### config.mk
export PLATFORM = sky130hd
export DESIGN_NAME = gmii_tx_framer_flat
export DESIGN_NICKNAME = d
export VERILOG_FILES = /design/src/rtl/gmii_tx_framer_if.sv /design/src/rtl/gmii_tx_framer.sv /design/src/flat_wrapper.sv
export SDC_FILE = /design/constraint.sdc
export NUM_CORES = 1
export LEC_CHECK = 0
export CAP_MARGIN = 20
export CORE_ASPECT_RATIO = 0.6
export CORE_MARGIN = 2
export CORE_UTILIZATION = 45
export DETAILED_ROUTE_END_ITERATION = 8
export PLACE_DENSITY = 0.66
export SETUP_SLACK_MARGIN = 0.2
export SYNTH_ARGS = -nofsm -noshare
export SYNTH_HDL_FRONTEND = slang
export SYNTH_SLANG_ARGS = --single-unit
### constraint.sdc
create_clock -name clk -period 3.45 [get_ports clk]
set_clock_uncertainty 0.15 [all_clocks]
set_input_delay 0.69 -clock clk [delete_from_list [all_inputs] [get_ports clk]]
set_output_delay 0.69 -clock clk [all_outputs]
set_load 0.03 [all_outputs]
### src/rtl/gmii_tx_framer_if.sv
// Stream-in / GMII-out bundle for the transmit framer.
// slave is the framer side; master is the packet source and GMII sink side.
interface gmii_tx_framer_if;
    logic [7:0] s_data;
    logic       s_valid;
    logic       s_last;
    logic       s_ready;
    logic [7:0] gmii_txd;
    logic       gmii_tx_en;
    logic       gmii_tx_er;

    modport master (
        output s_data, s_valid, s_last,
        input  s_ready, gmii_txd, gmii_tx_en, gmii_tx_er
    );

    modport slave (
        input  s_data, s_valid, s_last,
        output s_ready, gmii_txd, gmii_tx_en, gmii_tx_er
    );
endinterface

### src/rtl/gmii_tx_framer.sv
// GMII transmit framer: preamble, SFD, payload, zero pad, CRC-32 FCS and IPG.
// Slot contents are decided by the FSM and pass through two output registers.
module gmii_tx_framer #(
    parameter int unsigned PRE_LEN = 7,
    parameter int unsigned MIN_LEN = 60,
    parameter int unsigned IPG_LEN = 12
) (
    input  logic              clk,
    input  logic              rst_n,
    gmii_tx_framer_if.slave   bus,
    output logic [15:0]       frame_count_o,
    output logic [15:0]       underrun_count_o
);
    typedef enum logic [3:0] {
        ST_IDLE, ST_PRE, ST_SFD, ST_DATA, ST_ERR, ST_DROP, ST_PAD, ST_FCS, ST_IPG
    } state_e;

    localparam logic [15:0] PRE_LAST = 16'(PRE_LEN - 1);
    localparam logic [15:0] IPG_LAST = 16'(IPG_LEN - 1);
    localparam logic [15:0] MIN_CNT  = 16'(MIN_LEN);

    state_e      state_q, state_d;
    logic [15:0] step_q, step_d;
    logic [15:0] pay_cnt_q, pay_cnt_d;
    logic [31:0] crc_q, crc_d;
    logic        miss_last_q, miss_last_d;
    logic [15:0] frame_cnt_q, frame_cnt_d;
    logic [15:0] under_cnt_q, under_cnt_d;
    logic [15:0] pay_inc_s;
    logic [31:0] crc_inv_s;
    logic [7:0]  fcs_byte_s;
    logic [7:0]  txd_s;
    logic        en_s, er_s;
    logic [7:0]  txd_p_q, txd_q;
    logic        en_p_q, en_q, er_p_q, er_q;

    function automatic logic [31:0] crc32_byte(input logic [31:0] crc, input logic [7:0] data);
        logic [31:0] c;
        c = crc ^ {24'd0, data};
        for (int b = 0; b < 8; b++) begin
            if (c[0]) begin
                c = (c >> 1) ^ 32'hEDB8_8320;
            end else begin
                c = c >> 1;
            end
        end
        return c;
    endfunction

    assign pay_inc_s = (pay_cnt_q == 16'hFFFF) ? pay_cnt_q : pay_cnt_q + 16'd1;
    assign bus.s_ready = (state_q == ST_DATA) || (state_q == ST_DROP);
    assign bus.gmii_txd   = txd_q;
    assign bus.gmii_tx_en = en_q;
    assign bus.gmii_tx_er = er_q;
    assign frame_count_o    = frame_cnt_q;
    assign underrun_count_o = under_cnt_q;

    // Select the FCS byte, least significant byte of the inverted CRC first.
    always_comb begin
        crc_inv_s = ~crc_q;
        case (step_q[1:0])
            2'd0:    fcs_byte_s = crc_inv_s[7:0];
            2'd1:    fcs_byte_s = crc_inv_s[15:8];
            2'd2:    fcs_byte_s = crc_inv_s[23:16];
            default: fcs_byte_s = crc_inv_s[31:24];
        endcase
    end

    // Next-state and output-slot logic for the framing FSM.
    always_comb begin
        state_d     = state_q;
        step_d      = step_q;
        pay_cnt_d   = pay_cnt_q;
        crc_d       = crc_q;
        miss_last_d = miss_last_q;
        frame_cnt_d = frame_cnt_q;
        under_cnt_d = under_cnt_q;
        txd_s       = 8'h00;
        en_s        = 1'b0;
        er_s        = 1'b0;
        case (state_q)
            ST_IDLE: begin
                if (bus.s_valid) begin
                    state_d = ST_PRE;
                    step_d  = 16'd0;
                end else begin
                    state_d = ST_IDLE;
                end
            end
            ST_PRE: begin
                txd_s = 8'h55;
                en_s  = 1'b1;
                if (step_q == PRE_LAST) begin
                    state_d = ST_SFD;
                    step_d  = 16'd0;
                end else begin
                    step_d = step_q + 16'd1;
                end
            end
            ST_SFD: begin
                txd_s     = 8'hD5;
                en_s      = 1'b1;
                crc_d     = 32'hFFFF_FFFF;
                pay_cnt_d = 16'd0;
                state_d   = ST_DATA;
            end
            ST_DATA: begin
                if (bus.s_valid) begin
                    txd_s     = bus.s_data;
                    en_s      = 1'b1;
                    crc_d     = crc32_byte(crc_q, bus.s_data);
                    pay_cnt_d = pay_inc_s;
                    if (!bus.s_last) begin
                        state_d = ST_DATA;
                    end else if (pay_inc_s < MIN_CNT) begin
                        state_d = ST_PAD;
                    end else begin
                        state_d = ST_FCS;
                        step_d  = 16'd0;
                    end
                end else begin
                    // The missing byte's slot carries the error marker so tx_en stays unbroken.
                    txd_s       = 8'h00;
                    en_s        = 1'b1;
                    er_s        = 1'b1;
                    miss_last_d = bus.s_last;
                    state_d     = ST_ERR;
                end
            end
            ST_ERR: begin
                under_cnt_d = under_cnt_q + 16'd1;
                step_d      = 16'd0;
                if (miss_last_q) begin
                    state_d = ST_IPG;
                end else begin
                    state_d = ST_DROP;
                end
            end
            ST_DROP: begin
                if (bus.s_valid && bus.s_last) begin
                    state_d = ST_IPG;
                    step_d  = 16'd0;
                end else begin
                    state_d = ST_DROP;
                end
            end
            ST_PAD: begin
                txd_s     = 8'h00;
                en_s      = 1'b1;
                crc_d     = crc32_byte(crc_q, 8'h00);
                pay_cnt_d = pay_inc_s;
                if (pay_inc_s >= MIN_CNT) begin
                    state_d = ST_FCS;
                    step_d  = 16'd0;
                end else begin
                    state_d = ST_PAD;
                end
            end
            ST_FCS: begin
                txd_s = fcs_byte_s;
                en_s  = 1'b1;
                if (step_q == 16'd3) begin
                    frame_cnt_d = frame_cnt_q + 16'd1;
                    state_d     = ST_IPG;
                    step_d      = 16'd0;
                end else begin
                    step_d = step_q + 16'd1;
                end
            end
            ST_IPG: begin
                if (step_q != IPG_LAST) begin
                    step_d = step_q + 16'd1;
                end else if (bus.s_valid) begin
                    state_d = ST_PRE;
                    step_d  = 16'd0;
                end else begin
                    state_d = ST_IDLE;
                end
            end
            default: begin
                state_d = ST_IDLE;
                step_d  = 16'd0;
            end
        endcase
    end

    // FSM state, payload counter, CRC and statistics registers.
    always_ff @(posedge clk or negedge rst_n) begin
        if (!rst_n) begin
            state_q     <= ST_IDLE;
            step_q      <= 16'd0;
            pay_cnt_q   <= 16'd0;
            crc_q       <= 32'hFFFF_FFFF;
            miss_last_q <= 1'b0;
            frame_cnt_q <= 16'd0;
            under_cnt_q <= 16'd0;
        end else begin
            state_q     <= state_d;
            step_q      <= step_d;
            pay_cnt_q   <= pay_cnt_d;
            crc_q       <= crc_d;
            miss_last_q <= miss_last_d;
            frame_cnt_q <= frame_cnt_d;
            under_cnt_q <= under_cnt_d;
        end
    end

    // Two-stage output pipeline: an accepted byte reaches the pins one edge after acceptance.
    always_ff @(posedge clk or negedge rst_n) begin
        if (!rst_n) begin
            txd_p_q <= 8'h00;
            en_p_q  <= 1'b0;
            er_p_q  <= 1'b0;
            txd_q   <= 8'h00;
            en_q    <= 1'b0;
            er_q    <= 1'b0;
        end else begin
            txd_p_q <= txd_s;
            en_p_q  <= en_s;
            er_p_q  <= er_s;
            txd_q   <= txd_p_q;
            en_q    <= en_p_q;
            er_q    <= er_p_q;
        end
    end
endmodule

### src/flat_wrapper.sv
// flat-port wrapper written by rule: the top's interface ports become plain ports
module gmii_tx_framer_flat 
#(
    parameter int unsigned PRE_LEN = 7,
    parameter int unsigned MIN_LEN = 60,
    parameter int unsigned IPG_LEN = 12
)
  (clk, rst_n, frame_count_o, underrun_count_o, bus_s_data, bus_s_valid, bus_s_last, bus_s_ready, bus_gmii_txd, bus_gmii_tx_en, bus_gmii_tx_er);
  gmii_tx_framer_if bus_i ();
  input  logic clk;
  input  logic rst_n;
  output logic [15:0] frame_count_o;
  output logic [15:0] underrun_count_o;
  input wire logic [$bits(bus_i.s_data)-1:0] bus_s_data;
  input wire logic [$bits(bus_i.s_valid)-1:0] bus_s_valid;
  input wire logic [$bits(bus_i.s_last)-1:0] bus_s_last;
  output wire logic [$bits(bus_i.s_ready)-1:0] bus_s_ready;
  output wire logic [$bits(bus_i.gmii_txd)-1:0] bus_gmii_txd;
  output wire logic [$bits(bus_i.gmii_tx_en)-1:0] bus_gmii_tx_en;
  output wire logic [$bits(bus_i.gmii_tx_er)-1:0] bus_gmii_tx_er;
  assign bus_i.s_data = bus_s_data;
  assign bus_i.s_valid = bus_s_valid;
  assign bus_i.s_last = bus_s_last;
  assign bus_s_ready = bus_i.s_ready;
  assign bus_gmii_txd = bus_i.gmii_txd;
  assign bus_gmii_tx_en = bus_i.gmii_tx_en;
  assign bus_gmii_tx_er = bus_i.gmii_tx_er;
  gmii_tx_framer #(.PRE_LEN(PRE_LEN), .MIN_LEN(MIN_LEN), .IPG_LEN(IPG_LEN)) u_core (.clk(clk), .rst_n(rst_n), .bus(bus_i), .frame_count_o(frame_count_o), .underrun_count_o(underrun_count_o));
endmodule
; Word level (Yosys, flattened, before mapping)
; Cells that the tools add are included.
[word_totals]
ff_bits = 121
latch_bits = 0
ram_bits = 0
rom_bits = 0
memories = 0
[classes]
add_sub_neg = 4
n_mul = 0
div = 0
magnitude_cmp = 2
n_eq_ne = 22
shift = 0
mux = 69
n_bitwise = 20
reduce_logical = 11
[ops]
columns = operator, count
row1 = 32-bit 2-to-1 mux, 38
row2 = 13-bit NOT with 14-bit output, 16
row3 = 16-bit 2-to-1 mux, 11
row4 = 16-bit one-hot mux with 8 select lines, 1
row5 = 32-bit one-hot mux with 3 select lines, 1
row6 = "16-bit by 1-bit adder with 16-bit output, second input constant", 4
row7 = 16-bit one-hot mux with 3 select lines, 1
row8 = 4-bit one-hot mux with 9 select lines, 1
row9 = 32-bit NOT, 1
row10 = 8-bit one-hot mux with 4 select lines, 1
row11 = 32-bit by 8-bit XOR with 32-bit output, 1
row12 = 4-bit 2-to-1 mux, 7
row13 = 8-bit one-hot mux with 3 select lines, 1
row14 = "16-bit == test, second input constant", 1
row15 = "16-bit by 2-bit == test with 1-bit output, second input constant", 1
row16 = "16-bit by 3-bit == test with 1-bit output, second input constant", 1
row17 = "4-bit by 3-bit == test with 1-bit output, second input constant", 4
row18 = "16-bit by 6-bit greater-or-equal comparator with 1-bit output, second input constant", 1
row19 = "16-bit by 6-bit < comparator with 1-bit output, second input constant", 1
row20 = "16-bit by 4-bit inequality test with 1-bit output, second input constant", 1
row21 = "2-bit inequality test, second input constant", 5
row22 = "4-bit by 2-bit == test with 1-bit output, second input constant", 2
row23 = 8-bit 2-to-1 mux, 1
row24 = 1-bit 2-to-1 mux, 6
row25 = 15 further kinds, 20

; Logic depth before layout (Yosys ltp)
; Gate-level depths: netlist of run 1.
[depth]
depth_word = 33
depth_mapped = 11
depth_no_buf = 8

; Least setup slack after synthesis of run 1
; No wires, ideal clock.
[synth_timing]
path_kind = input port to flip-flop
from = input bus_s_data[0]
to = register u_core.crc_q[23]
setup_time_ns = 0.080
arrival_time_ns = 2.269
setup_slack_ns = 0.950
cell_stages = 7
path_buffers = 0
cell_sequence = xnor2_4 -> xor2_2 -> xnor2_2 -> xnor3_1 -> a211oi_2 -> nand2_1 -> o221a_2
[synth_via]
elab_chain_cells = 30
[synth_rtl]
columns = element, line
row1 = start: declaration, flat_wrapper.sv:14  ; input wire logic [$bits(bus_i.s_data)-1:0] bus_s_data;
row2 = 32-bit by 8-bit XOR with 32-bit output (*), gmii_tx_framer.sv:39  ; c = crc ^ {24'd0, data};
row3 = 32-bit 2-to-1 mux (*), gmii_tx_framer.sv:41  ; if (c[0]) begin
row4 = 32-bit 2-to-1 mux (*), gmii_tx_framer.sv:108  ; if (bus.s_valid) begin
row5 = 32-bit 2-to-1 mux (*), gmii_tx_framer.sv:81  ; case (state_q)
row6 = 13-bit NOT with 14-bit output (no line), -
row7 = 32-bit 2-to-1 mux (*), gmii_tx_framer.sv:41
row8 = 32-bit 2-to-1 mux (*), gmii_tx_framer.sv:108
row9 = 32-bit 2-to-1 mux (*), gmii_tx_framer.sv:81
row10 = (+14 left out), -
row11 = 13-bit NOT with 14-bit output (no line), -
row12 = 32-bit 2-to-1 mux (*), gmii_tx_framer.sv:41
row13 = 32-bit 2-to-1 mux (*), gmii_tx_framer.sv:108
row14 = 32-bit 2-to-1 mux (*), gmii_tx_framer.sv:81
row15 = 13-bit NOT with 14-bit output (no line), -
row16 = 32-bit 2-to-1 mux (*), gmii_tx_framer.sv:41
row17 = 32-bit 2-to-1 mux (*), gmii_tx_framer.sv:108
row18 = 32-bit one-hot mux with 3 select lines (*), gmii_tx_framer.sv:81
row19 = end signal: assignment, gmii_tx_framer.sv:201  ; crc_q <= crc_d;
row20 = end: declaration, gmii_tx_framer.sv:25  ; logic [31:0] crc_q, crc_d;
; Every way passes the cells marked *; elsewhere a longest branch is shown, timed or not. The select of a mux whose other input is x is not followed.
; A chain may end at the register's enable or synchronous reset.

; Worst setup path in the final report of run 1
[layout_timing]
from = register u_core.state_q[2]
to = output bus_s_ready
[layout_via]
elab_chain_cells = 2
[layout_rtl]
columns = element, line
row1 = start: declaration, gmii_tx_framer.sv:22  ; state_e state_q, state_d;
row2 = start signal: assignment, gmii_tx_framer.sv:198  ; state_q <= state_d;
row3 = 4-bit by 2-bit == test with 1-bit output or 4-bit by 3-bit == test with 1-bit output (tied branches), gmii_tx_framer.sv:51  ; assign bus.s_ready = (state_q == ST_DATA) || (state_q == ST_DROP);
row4 = 1-bit logical OR (*), gmii_tx_framer.sv:51
row5 = end: declaration, flat_wrapper.sv:17  ; output wire logic [$bits(bus_i.s_ready)-1:0] bus_s_ready;
; Every way passes the cells marked *; elsewhere a longest branch is shown, timed or not.

==> metrics, run 1 <==
outcome finished clean; vias in the first global route 6102; Critical Path AT 2130 ps; worst-skew pair later-pin latency 420 ps; Logic pwr share 0.550; antenna fix cells 0; Longest Clk Path Bufs 2; first-pass GRT wire length 34200 um; Synth Area in XOR/XNOR 0.195; sw frac 0.444; worst path cell trace xnor2_1 > nor3_1 > clkdlybuf4s50_1; RSZ-0062 raised after global routing no; Hold Violations, Final 0; die area approximately 18000 um2; commonest cells after routing, fill and taps aside xnor2_1 (98), dfrtp_1 (89), nand2_1 (85); drt drc 0; post-cts resize count 0; net switching power 4260 uW; CTS Hold Buffers Added 0; Die Height 106 um; area grow syn2layout 18.2%; fill count 1508; CTS root buffer clkbuf_16; cts bufs inserted 17; data required time of the worst path 2610 ps; final period utilization 0.861; 1st-iter DRT viols about 770; Seq/Total Area, Yosys 0.393; Row Count 37; router iterations before antenna repair 5; Setup TNS 0 ps; largest net degree at the start of global routing 59; max incr delay on CP 720 ps; post-synthesis compound-gate area fraction 0.188; routed vias/inst 5.72; vias 6483; GRT Total Usage 0.236; CORE AREA 17100 um2; Setup crit end kind output port; largest family of logic cells by synthesized area XOR/XNOR gates; # nets final 905; Simple-Gate Fraction of Synth Area 0.160; Synth Warn # 0; share of layout cells above drive strength 1 0.160; Synth Cell Area 7810 um2; power share of the sequential group 0.256; final setup fails 0; Clk pwr share 0.194; Max Fclk ~0.34 GHz; crit path kind reg -> out; CP max-delay cell dfrtp_1; worst slew pin tran 814 ps; HPWL Detailed 14500 um; Pins Over Slew Limit 0; Sink Count 121; Tot Pwr between 9000 and 10000 uW; leakage power 0.00367 uW; ys async rst share 1.00; Yosys reg bits 121; Adder-Cell Fraction of Synth Area 0.0112; CP Launch Type register; HP Class in -> async; number of flops mapped to enable cells by yosys 0; Die X 174 um; ys flop type dfrtp_1; Mapped Cells 833; mux cell area share after synthesis 0.00561; P per Cell Area 1040 nW/um2; Setup Buffers After CTS 0; H-Tree Depth 4; gr ovfl total 0; synth unique cells 78; Routed Antenna Nets 0; crit path max fanout 19; Routed wire per std cell 18.5 um; Syn Nets 852; Boundary Pins 55; initial antenna violation count 0; internal power 5340 uW; Starting Density 0.457; CTS tree yes; mean area per synthesized cell 9.38 um2; IR drop worst, VDD ~0.5 mV; normalized max-slew margin 0.452; maxcap violations 0; most common cell after layout, fill and taps aside xnor2_1; Period minus WS final around 3000 ps; Port Buffers 54; Routed WL 20900 um; clock-pin slew on the worst setup and hold paths 60 ps; RD Place Congestion just under 1
[registers in the layout (all words and copies together), names as in the netlist]
| register | cells |
|---|---|
| u_core.bus.gmii_txd | 8 |
| u_core.crc_q | 32 |
| u_core.miss_last_q | 1 |
| u_core.underrun_count_o | 16 |
| u_core.state_q | 4 |
| u_core.bus.gmii_tx_er | 1 |
| u_core.er_p_q | 1 |
| u_core.txd_p_q | 8 |
| u_core.frame_count_o | 16 |
| u_core.bus.gmii_tx_en | 1 |
| u_core.step_q | 16 |
| u_core.en_p_q | 1 |
| u_core.pay_cnt_q | 16 |
[per-stage QoR]
step | util | instances | setup WS (ps) | area, um2 | hold slack [ps]
after global routing | 0.541 | 1133 | 351 | 9240 | 202
after detailed placement | 0.505 | 1101 | 158 | 8620 | 185
after global placement | 0.505 | 1101 | 195 | 8620 | 182
after floorplan | - | 833 | 950 | 7810 | 181
after CTS | 0.541 | 1133 | 497 | 9240 | 197
final | 0.541 | 1133 | 479 | 9240 | 192
[synth_stat cells, types with 5 or more instances]
cell type  number  area (um2)
xnor2_1        98         858
dfrtp_1        89        2230
nand2_1        85         319
o21ai_0        66         330
nor2_1         62         233
a21oi_1        54         270
xor2_1         38         333
dfstp_2        32         841
nand3_1        30         150
clkbuf_1       29         109
inv_1          22        82.6
nand4_1        20         125
o22ai_1        17         106
a31oi_1        16         100
and3_1         15        93.8
o31ai_1        12        90.1
buf_4          10        75.1
ha_1            7        87.6
nor3_1          6        30.0
xnor2_2         6        97.6
a31oi_4         5         106
buf_2           5        25.0
nand2b_1        5        31.3
nor4_1          5        31.3
o21ai_2         5        43.8
[path summary, 6_finish.rpt]
kind | from | end | slack [ps] | cells past startpoint
max in group asynchronous | rst_n | u_core.crc_q[9] | 2140 | 2
min in group clk | u_core.txd_p_q[4] | u_core.bus.gmii_txd[4] | 200 | 0
setup reg to reg | u_core.step_q[11] | u_core.step_q[15] | 630 | 8
hold / removal | rst_n | u_core.frame_count_o[11] | 190 | 1
setup / recovery | u_core.state_q[2] | bus_s_ready | 480 | 3
hold reg to reg | u_core.txd_p_q[4] | u_core.bus.gmii_txd[4] | 200 | 0
[metal layers]
metal	up-vias	share of wire	global-route usage
li1	3040	-	-
met1	3135	0.49	0.366
met2	289	0.40	0.322
met3	19	0.097	0.0669
met4	0	0.0092	0.0516
met5	-	0	0
[cell families (layout without fill, tap and decap cells)]
family / count (synthesis) / in the layout
and+or+nand+nor: 254 / 254
AOI/OAI and AO/OA: 221 / 221
adders and majority gates: 7 / 7
DFF: 121 / 121
buffers and inverters: 74 / 140
muxes: 4 / 4
xor gates and xnor gates: 152 / 152
[power groups by stage]
stage | clock (uW) | sequential, uW | combinational, uW
detailed placement | 0 | 2450 | 5140
floorplan | 0 | 2240 | 4040
finish | 1860 | 2460 | 5280
global route | 1960 | 2510 | 5660
CTS | 1890 | 2440 | 5180
global placement | 0 | 2450 | 5080
[layout make-up]
type	instances	area [um2]	area share
inverters	23	86.3	0.00935
flip-flops and latches	121	3070	0.332
clock buffers	17	425	0.0461
multi-input cells	638	4380	0.474
repair buffers	85	796	0.0862
clock inverters	15	189	0.0205
well taps	234	293	0.0317
[worst max-delay path: cells and delay by family (launching register included)]
kind	cells	cell delay, ps
buf+inv	1	720
simple gates	1	160
flops	1	720
xor+xnor	1	120
Note: power is estimated with default switching activity, not from simulation.
==> run 2: changes to the inputs <==
- REMOVE_ABC_BUFFERS: not set -> 1
- SETUP_SLACK_MARGIN: 0.2 -> 0.02
==> metrics, run 2 (synthesis gave the netlist of run 1 again) <==
outcome finished clean; H-Tree Depth 4 (unchanged); worst r2r src u_core.state_q[0]; share of layout cells above drive strength 1 0.157 (-0.00299); normalized max-slew margin 0.280 (-0.172); final setup fails 0 (unchanged); max reg flops 32 (unchanged); Critical Path AT 2400 ps (+270 ps); HP Class in -> async; Routed Antenna Nets 0 (unchanged); Routed WL 20900 um (-0.36%); vias in the first global route 5811 (-4.8%); drt drc 0 (unchanged); final std cells w/o fill 1131 (-0.18%); 1st-iter DRT viols 606 (-21%); CTS tree yes; worst-skew pair later-pin latency 430 ps (about the same); vias 6384 (-1.5%); max incr delay on CP 750 ps (+30 ps); dpl cells 1099 (-0.18%); P per Cell Area 1050 nW/um2 (+0.77%); IR drop worst, VDD 0.454 mV (-9.9%); family with the most delay on the worst path buffers and inverters; die area 18500 um2 (unchanged); routed vias/inst 5.64 (-1.4%); final period utilization 0.939 (+0.0774); hold_ws 135 ps (-57.5 ps); Setup crit end kind output port; gr ovfl total 0 (unchanged); CTS Hold Buffers Added 0 (unchanged); crit path max fanout 20 (+1); largest net degree at the start of global routing 52 (-12%); CP Launch Type register; Tot Pwr 9660 uW (+0.66%); Max Fclk 0.309 GHz (-8.2%); CORE AREA 17100 um2 (unchanged); # nets final 903 (-0.22%); Routed wire per std cell 18.4 um (-0.19%); fill count 1507 (-0.066%); Longest Clk Path Bufs 2 (unchanged); router iterations before antenna repair 5 (unchanged); leakage power 0.00367 uW (about the same); maxcap violations 0 (unchanged); clock-pin slew on the worst setup and hold paths 60 ps (about the same); cts bufs inserted 17 (unchanged); post-cts resize count 0 (unchanged); Die X 174 um (unchanged); Port Buffers 54 (unchanged); Sink Count 121 (unchanged); RSZ-0062 raised after global routing no; first-pass GRT wire length 33500 um (-2.0%); worst slew pin tran 1070 ps (+259 ps); depth of the most critical reg-to-reg path 7 (-1); area grow syn2layout 18.1%; crit path kind reg -> out; Period minus WS final 3240 ps (+267 ps); commonest cells after routing, fill and taps aside xnor2_1 (98), dfrtp_1 (89), nand2_1 (85); CP max-delay cell dfrtp_1; data required time of the worst path 2610 ps (about the same); initial antenna violation count 0 (unchanged); antenna fix cells 0 (unchanged); worst path cell trace inv_1 > nor3_1 > clkdlybuf4s50_1; reg-to-reg endpoint u_core.crc_q[23]; flop2flop setup slack 450 ps (-180 ps); Setup Buffers After CTS 0 (unchanged); Top reg by flops u_core.crc_q; RD Place Congestion 0.986 (-0.11%); GRT Total Usage 0.237 (+0.000580); HPWL Detailed 15300 um (+6.0%); worst path bufs/invs 2 (+1); Boundary Pins 55 (unchanged); Die Height 106 um (unchanged); Starting Density 0.457 (unchanged); most common cell after layout, fill and taps aside xnor2_1; Hold Violations, Final 0 (unchanged); CTS root buffer clkbuf_16; Row Count 37 (unchanged); Pins Over Slew Limit 0 (unchanged); Final Util 0.540 (-0.000586); Setup TNS 0 ps (unchanged)
-- run 2: area by class of cell --
cell class                 instances  area (um2)  share of cell area
tap                              234         293              0.0317
multi-input combinational        638        4380               0.475
inverter                          23        86.3             0.00936
clock buffer                      20         457              0.0495
clock inverter                    12         188              0.0203
sequential                       121        3070               0.333
timing repair buffer              83         756              0.0819
-- run 2: metrics by stage --
step / area [um2] / setup slack, ps
final: 9230 / 212
after global routing: 9230 / 64.0
after CTS: 9230 / 206
after detailed placement: 8580 / 156
after global placement: 8580 / 213
after floorplan: 7530 / 547
-- run 2: power by group --
part           total (uW)  internal (uW)  switching, uW
logic                5280           2230           3050
clock network        1930           1260            677
registers            2450           1880            562
-- run 2: layer usage --
layer / vias to the layer above / share of wire / wire (um) / GRT usage
met1: 3056 / 0.52 / 10800 / 0.371
met4: 0 / 0.015 / 307 / 0.0720
li1: 3046 / - / - / -
met2: 256 / 0.36 / 7520 / 0.286
met5: - / 0 / 0 / 0
met3: 26 / 0.11 / 2260 / 0.0937
-- run 2: worst max-delay path by stage --
stage                           start                to  cells past startpoint
floorplan                 bus_s_valid  u_core.crc_q[20]                      6
global placement        bus_s_data[0]  u_core.crc_q[20]                      8
detailed placement      bus_s_data[0]  u_core.crc_q[20]                      8
CTS                 u_core.state_q[0]       bus_s_ready                      3
global route        u_core.state_q[0]       bus_s_ready                      3
finish              u_core.state_q[0]       bus_s_ready                      3
-- run 2: worst reg2reg max path: cells and delay by family (launching register included) --
family	cells	cell delay, ps
simple gates	4	1420
flops	1	750
compound gates	3	610
